===== src/rtl/mask_pkg.sv =====
// Shared constants and payload types for the mask generator and the masking stage.
// The masking stage takes its pixel delay from LAT.
package mask_pkg;

   localparam int unsigned LAT    = 6;
   localparam int unsigned CW     = 10;
   localparam int unsigned PW     = 8;
   localparam int unsigned CNT_W  = 20;
   localparam int unsigned LUMA_W = 16;

   localparam logic [PW-1:0] W_R     = 8'd77;
   localparam logic [PW-1:0] W_G     = 8'd150;
   localparam logic [PW-1:0] W_B     = 8'd29;
   localparam logic [PW-1:0] THR_RST = 8'd128;

   typedef struct packed {
      logic [PW-1:0] thr;
      logic          inv;
      logic          filt;
   } cfg_t;

   localparam cfg_t CFG_RST = '{thr: THR_RST, inv: 1'b0, filt: 1'b1};

   // Pixel travelling through stages 1-2, carrying its own sampled config.
   typedef struct packed {
      logic          val;
      logic          sof;
      logic [CW-1:0] x;
      logic [CW-1:0] y;
      cfg_t          cfg;
   } pix_t;

   // Window slot holding a thresholded pixel.
   typedef struct packed {
      logic          val;
      logic          raw;
      logic          filt;
      logic [CW-1:0] x;
      logic [CW-1:0] y;
   } win_t;

   // Left neighbour needs only what the vote uses.
   typedef struct packed {
      logic          val;
      logic          raw;
      logic [CW-1:0] y;
   } nb_t;

   typedef struct packed {
      logic          val;
      logic          mask;
      logic [CW-1:0] x;
      logic [CW-1:0] y;
   } out_t;

endpackage


===== src/rtl/mask_gen_luma_calc.sv =====
// Weighted RGB to 8-bit luminance, one register stage.
module luma_calc
   import mask_pkg::*;
(
   input  logic          clk,
   input  logic          rst,
   input  logic [PW-1:0] r,
   input  logic [PW-1:0] g,
   input  logic [PW-1:0] b,
   output logic [PW-1:0] luma
);

   logic [LUMA_W-1:0] sum_c;

   // Weights total 256, so the upper byte is the exact luma.
   always_comb begin
      sum_c = LUMA_W'(W_R) * LUMA_W'(r)
            + LUMA_W'(W_G) * LUMA_W'(g)
            + LUMA_W'(W_B) * LUMA_W'(b);
   end

   always_ff @(posedge clk or posedge rst) begin
      if (rst) luma <= '0;
      else     luma <= sum_c[LUMA_W-1:PW];
   end

endmodule


===== src/rtl/mask_gen.sv =====
// Luma threshold mask with 3-tap horizontal majority clean-up, fixed 6-cycle latency,
// plus a per-frame count of mask-on pixels.
module mask_gen
   import mask_pkg::*;
#(
   parameter int unsigned H_ACT = 640,
   parameter int unsigned V_ACT = 480
) (
   input  logic             iCLK,
   input  logic             iRST,
   input  logic             iDVI_VAL,
   input  logic [CW-1:0]    iDVI_X,
   input  logic [CW-1:0]    iDVI_Y,
   input  logic [PW-1:0]    iDVI_R,
   input  logic [PW-1:0]    iDVI_G,
   input  logic [PW-1:0]    iDVI_B,
   input  logic [PW-1:0]    iTHRESH,
   input  logic             iINVERT,
   input  logic             iFILT_EN,
   output logic             oMASK,
   output logic             oMASK_VAL,
   output logic [CW-1:0]    oMASK_X,
   output logic [CW-1:0]    oMASK_Y,
   output logic [CNT_W-1:0] oCNT,
   output logic             oCNT_VAL
);

   localparam int unsigned   STAGES = 6;
   localparam logic [CW-1:0] X_LAST = CW'(H_ACT - 1);
   localparam logic [CW-1:0] Y_LAST = CW'(V_ACT - 1);

   if (STAGES != LAT) begin : g_lat_check
      $error("mask_gen: pipeline depth differs from LAT");
   end

   pix_t          in_c, s1, s2;
   logic [PW-1:0] s1_r, s1_g, s1_b, s2_luma;
   cfg_t          cfg_q, cfg_c;
   win_t          r3_c, r3, w_c;
   nb_t           w_l;
   logic          nb_l_c, nb_r_c, filt_c;
   out_t          f5;
   logic          sof_out_c, eof_out_c;
   logic [CNT_W-1:0] acc;
   logic          started;

   always_comb begin
      in_c     = '0;
      in_c.val = iDVI_VAL;
      in_c.sof = iDVI_VAL && (iDVI_X == '0) && (iDVI_Y == '0);
      in_c.x   = iDVI_X;
      in_c.y   = iDVI_Y;
      in_c.cfg = '{thr: iTHRESH, inv: iINVERT, filt: iFILT_EN};
   end

   // Stages 1-2: input register, then luma alongside the delayed pixel info.
   always_ff @(posedge iCLK or posedge iRST) begin
      if (iRST) begin
         s1   <= '0;
         s1_r <= '0;
         s1_g <= '0;
         s1_b <= '0;
         s2   <= '0;
      end else begin
         s1   <= in_c;
         s1_r <= iDVI_R;
         s1_g <= iDVI_G;
         s1_b <= iDVI_B;
         s2   <= s1;
      end
   end

   luma_calc u_luma (
      .clk  (iCLK),
      .rst  (iRST),
      .r    (s1_r),
      .g    (s1_g),
      .b    (s1_b),
      .luma (s2_luma)
   );

   // Frame-start pixel brings its own config so earlier in-flight pixels keep the old one.
   always_comb begin
      cfg_c = cfg_q;
      if (s2.val && s2.sof) cfg_c = s2.cfg;
      r3_c      = '0;
      r3_c.val  = s2.val;
      r3_c.raw  = (s2_luma >= cfg_c.thr) ^ cfg_c.inv;
      r3_c.filt = cfg_c.filt;
      r3_c.x    = s2.x;
      r3_c.y    = s2.y;
   end

   // Stages 3-4: threshold register doubles as the right slot of the window.
   always_ff @(posedge iCLK or posedge iRST) begin
      if (iRST) begin
         cfg_q <= CFG_RST;
         r3    <= '0;
         w_c   <= '0;
         w_l   <= '0;
      end else begin
         cfg_q <= cfg_c;
         r3    <= r3_c;
         w_c   <= r3;
         w_l   <= '{val: w_c.val, raw: w_c.raw, y: w_c.y};
      end
   end

   always_comb begin
      nb_l_c = w_l.val && w_l.raw && (w_l.y == w_c.y) && (w_c.x != '0);
      nb_r_c = r3.val && r3.raw && (r3.y == w_c.y) && (w_c.x != X_LAST);
      filt_c = w_c.raw;
      if (w_c.filt) filt_c = (nb_l_c & w_c.raw) | (w_c.raw & nb_r_c) | (nb_l_c & nb_r_c);
   end

   // Stages 5-6: filtered result, then output register that holds through gaps.
   always_ff @(posedge iCLK or posedge iRST) begin
      if (iRST) begin
         f5        <= '0;
         oMASK_VAL <= 1'b0;
         oMASK     <= 1'b0;
         oMASK_X   <= '0;
         oMASK_Y   <= '0;
      end else begin
         f5        <= '{val: w_c.val, mask: filt_c, x: w_c.x, y: w_c.y};
         oMASK_VAL <= f5.val;
         if (f5.val) begin
            oMASK   <= f5.mask;
            oMASK_X <= f5.x;
            oMASK_Y <= f5.y;
         end
      end
   end

   always_comb begin
      sof_out_c = oMASK_VAL && (oMASK_X == '0) && (oMASK_Y == '0);
      eof_out_c = oMASK_VAL && (oMASK_X == X_LAST) && (oMASK_Y == Y_LAST);
   end

   // Only a frame seen from its first pixel is reported.
   always_ff @(posedge iCLK or posedge iRST) begin
      if (iRST) begin
         acc      <= '0;
         started  <= 1'b0;
         oCNT     <= '0;
         oCNT_VAL <= 1'b0;
      end else begin
         oCNT_VAL <= 1'b0;
         if (eof_out_c) begin
            acc     <= '0;
            started <= 1'b0;
            if (started) begin
               oCNT     <= acc + CNT_W'(oMASK);
               oCNT_VAL <= 1'b1;
            end
         end else if (sof_out_c) begin
            acc     <= CNT_W'(oMASK);
            started <= 1'b1;
         end else if (oMASK_VAL && oMASK) begin
            acc <= acc + CNT_W'(1);
         end
      end
   end

endmodule

===== config.mk =====
export PLATFORM = sky130hd
export DESIGN_NAME = mask_gen
export DESIGN_NICKNAME = d
export VERILOG_FILES = /design/src/rtl/mask_pkg.sv /design/src/rtl/mask_gen_luma_calc.sv /design/src/rtl/mask_gen.sv
export SDC_FILE = /design/constraint.sdc
export NUM_CORES = 1
export LEC_CHECK = 0
export ABC_CLOCK_PERIOD_IN_PS = 8200
export BUFFER_PORTS_ARGS = -buffer_cell sky130_fd_sc_hd__buf_2
export CAP_MARGIN = 20
export CORE_ASPECT_RATIO = 1.25
export CORE_MARGIN = 4
export CORE_UTILIZATION = 40
export DETAILED_ROUTE_END_ITERATION = 8
export PLACE_DENSITY_LB_ADDON = 0.25
export SYNTH_ARGS = -nofsm -noshare
export SYNTH_HDL_FRONTEND = slang
export SYNTH_SLANG_ARGS = --single-unit
export TNS_END_PERCENT = 30

===== constraint.sdc =====
create_clock -name iCLK -period 8.2 [get_ports iCLK]
set_clock_uncertainty 0.2 [all_clocks]
set_input_delay 0.82 -clock iCLK [delete_from_list [all_inputs] [get_ports iCLK]]
set_output_delay 0.82 -clock iCLK [all_outputs]
set_load 0.03 [all_outputs]

==> flow_metrics.py <==
metrics = {
    "setup_path": {
        "cp_cell_sequence": "ha_1, ha_1, ha_1, inv_1, fa_1, inv_1, ha_1, nand2_1, o21ai_0, nor2_1, xnor2_1, fa_1, fa_1, inv_1, fa_1, fa_1, inv_1, ha_1, o21a_1, o21ai_0, a211oi_1, a211oi_1, xnor3_1",
        "r2r_start": "s1_g[5]",
        "crit_type": "register to register",
        "worstSetupStartpointType": "register",
        "cp_top_family": "adder cells",
        "cp.buffers_inverters": 4,
        "worstPathArrival_ps": 6940,
        "critPathMaxFanout": 4,
        "worstSetupStartpoint": "s1_g[5]",
        "max_stage_delay_ps": 550,
        "crit_required_ps": 8400,
        "critPathCaptureType": "register",
        "cpMaxStageDelayCell": "fa_1",
    },
    "synthesis": {
        "synth_top_cell_area_share": 0.539,
        "syn_area_um2": 11000,
        "yosys-mux-area-fraction": 0.0309,
        "synth_area_leader_cell": "dfrtp_1",
        "syn_avg_cell_area_um2": 13.0,
        "synth_compound_area_frac": 0.0371,
        "yosys-top-cells-area": "dfrtp_1 54%, ha_1 11%, fa_1 10%",
        "yosysSeqAreaShare": 0.544,
        "netlist_instances": 848,
        "yosys_warnings": 0,
        "synth_nets": 1055,
        "yosys.area_share.simple": 0.0820,
        "synth_fa_ha_area_frac": 0.208,
        "synth_cell_types": 55,
        "ys_seq_elements": 239,
        "synth_edf_count": 0,
        "synth_ff_type": "dfrtp_1",
        "async_flop_share": 1.00,
        "synthXorXnorAreaFrac": 0.0594,
        "synth_top_family_by_area": "adder cells",
    },
    "cts": {
        "path_clk_slew_ps": 60,
        "clk_latency_ps": 530,
        "cts_hold_buf": 0,
        "clock_path_buffers": 3,
        "cts_tree": "done",
        "post-cts-setup-buffer-count": 0,
        "numCtsBuffers": 25,
        "cts_root_buf": "clkbuf_16",
        "cts_resized": 0,
        "htreeDepth": 1,
        "cts_sinks": 239,
    },
    "power": {
        "combPwrFrac": 0.411,
        "power.share.switching": 0.345,
        "netSwitchingPower_mw": 1.49,
        "power_density_nw_per_um2": 338,
        "p_clk_frac": 0.271,
        "cellLeakagePower_nw": 6.26,
        "ir_drop_uv": 237,
        "p_int_mw": 2.83,
        "power.total_mw": 4.32,
        "seqPwrFrac": 0.318,
    },
    "cells_and_area": {
        "post-route-util": 0.475,
        "antenna_cells": 0,
        "multiInputGateArea_um2": 4590,
        "area_delta_synth_final_pct": 16.5,
        "finalInstanceArea_um2": 12800,
        "fillers": 2426,
        "drive_gt1_frac": 0.187,
        "nets": 1173,
        "final-seq-area_um2": 5980,
        "final_cells": 1328,
    },
    "route": {
        "drc": 0,
        "drt.antenna.violating_nets": 0,
        "drt-initial-drc-count": 182,
        "dr.pass1.iters": 4,
        "wl_um": 18900,
        "post_drt_wl_per_cell_um": 14.3,
        "vias_per_cell": 4.66,
        "vias": 6189,
    },
    "timing": {
        "finalCriticalPeriod_ps": 6740,
        "slew_headroom": 0.399,
        "fin_hold_ws_ps": 143,
        "setup_slack_ps": 1460,
        "final_max_slew_viol_count": 0,
        "period_share": 0.822,
        "setup_viol": 0,
        "setup-tns-final_ps": 0,
        "worstMarginPinSlew_ps": 902,
        "fmax_mhz": 148,
        "hold_violations": 0,
        "rsz0062_at_grt": "false",
    },
    "place": {
        "post-place-cells": 1282,
        "numPortBuffers": 99,
        "pre_cts_slack_ps": 1440,
        "detailed_place_hpwl_um": 14500,
        "gp_congestion": 0.788,
        "placed_area_um2": 11900,
    },
    "worst_hold_path": {
        "hold_class": "register to register",
        "hp-start": "s1[29]",
    },
    "die": {
        "die_w_um": 156,
        "io_pins": 100,
        "start_util": 0.407,
        "rows": 67,
        "core-area_um2": 27000,
        "die_y_um": 193,
        "dieArea_um2": 30200,
    },
    "global_routing": {
        "grt_overflow": 0,
        "grt_pass1_wl_um": 33100,
        "antenna_found_initial": 0,
        "grt_start_max_net_pins": 95,
        "grt_util_all_layers": 0.132,
        "grt_pass1_vias": 6763,
    },
    "job": {
        "cap_violations": 0,
    },
    "status": {
        "status": "complete, no violations",
    },
}
layout make-up:
| cell class | instances | share of cell area |
|---|---|---|
| Clock buffer | 30 | 0.0519 |
| Clock inverter | 14 | 0.0159 |
| Inverter | 97 | 0.0290 |
| Multi-Input combinational cell | 500 | 0.358 |
| Sequential cell | 239 | 0.467 |
| Tap cell | 345 | 0.0337 |
| Timing Repair Buffer | 103 | 0.0441 |
synth_stat cells, types with 6 or more instances:
| cell type | count |
|---|---|
| dfrtp_1 | 237 |
| inv_1 | 97 |
| ha_1 | 95 |
| fa_1 | 55 |
| nand2_1 | 53 |
| nor2_1 | 42 |
| xor2_1 | 41 |
| xnor2_1 | 31 |
| mux2_2 | 24 |
| o21ai_0 | 22 |
| nand3_1 | 16 |
| nor4_1 | 16 |
| a21oi_1 | 15 |
| nand4_1 | 15 |
| mux2i_1 | 7 |
| clkbuf_1 | 6 |
| nor3_1 | 6 |
| o21a_1 | 6 |
layer usage:
metal  part of all wire  track usage  vias to the layer above
met5                  0            0                        -
met4              0.020       0.0325                        0
met3              0.042       0.0206                       25
met2               0.51        0.231                      104
met1               0.43        0.170                     3015
li1                   -            -                     3045
final timing paths:
path                             endpoint  slack (ps)  cells after the start
setup / recovery           u_luma.luma[7]        1460                     23
hold / removal                   r3_c[19]         140                      0
setup reg to reg           u_luma.luma[7]        1460                     23
hold reg to reg                  r3_c[19]         140                      0
max in group asynchronous          s1[29]        6400                      3
min in group asynchronous           s2[1]         200                      2
power by group through the flow:
stage | logic [mW] | clock network (mW) | registers [mW]
2_1_floorplan | 1.43 | 0 | 1.40
3_3_place_gp | 1.75 | 0 | 1.40
3_5_place_dp | 1.79 | 0 | 1.40
4_1_cts | 1.80 | 1.21 | 1.38
5_1_grt | 2.08 | 1.26 | 1.39
6_report | 1.78 | 1.17 | 1.38
state kept, by name (all words and copies together), names as in the netlist:
| register | cells |
|---|---|
| s1 | 32 |
| r3 | 23 |
| w_c | 23 |
| f5 | 22 |
| r3_c | 21 |
| acc | 20 |
| oCNT | 20 |
| s2 | 11 |
| cfg_q | 10 |
| oMASK_X | 10 |
| oMASK_Y | 10 |
| s1_b | 8 |
| s1_g | 8 |
| s1_r | 8 |
| u_luma.luma | 8 |
| oCNT_VAL | 1 |
| oMASK | 1 |
| oMASK_VAL | 1 |
| started | 1 |
| w_l | 1 |
cells in the final DEF (no fill, tap or decap), types with 3 or more instances in the layout:
| cell type | synthesis | layout |
|---|---|---|
| dfrtp_1 | 237 | 237 |
| buf_2 | 1 | 99 |
| inv_1 | 97 | 96 |
| ha_1 | 95 | 95 |
| fa_1 | 55 | 55 |
| nand2_1 | 53 | 53 |
| nor2_1 | 42 | 42 |
| xor2_1 | 41 | 41 |
| xnor2_1 | 31 | 31 |
| clkbuf_16 | 0 | 25 |
| mux2_2 | 24 | 24 |
| o21ai_0 | 22 | 22 |
| nor4_1 | 16 | 16 |
| nand3_1 | 16 | 16 |
| a21oi_1 | 15 | 15 |
| nand4_1 | 15 | 15 |
| mux2i_1 | 7 | 7 |
| o21a_1 | 6 | 6 |
| nor3_1 | 6 | 6 |
| nand2b_1 | 5 | 5 |
| a21o_1 | 4 | 4 |
| clkinv_2 | 0 | 4 |
| bufinv_16 | 0 | 4 |
| or2_2 | 3 | 3 |
| a31oi_1 | 3 | 3 |
| a211oi_1 | 3 | 3 |
| and3_1 | 3 | 3 |
| and4_1 | 3 | 3 |
| o21ai_1 | 3 | 3 |
| inv_6 | 0 | 3 |
| clkbuf_1 | 6 | 3 |
cell families (layout without fill, tap and decap cells):
family / Yosys count / after routing
AOI/OAI and AO/OA: 67 / 67
xor gates and xnor gates: 73 / 73
adders and majority gates: 150 / 150
buffers and inverters: 109 / 244
DFF: 239 / 239
muxes: 31 / 31
and+or+nand+nor: 179 / 179
(Power assumes the default switching activity.)
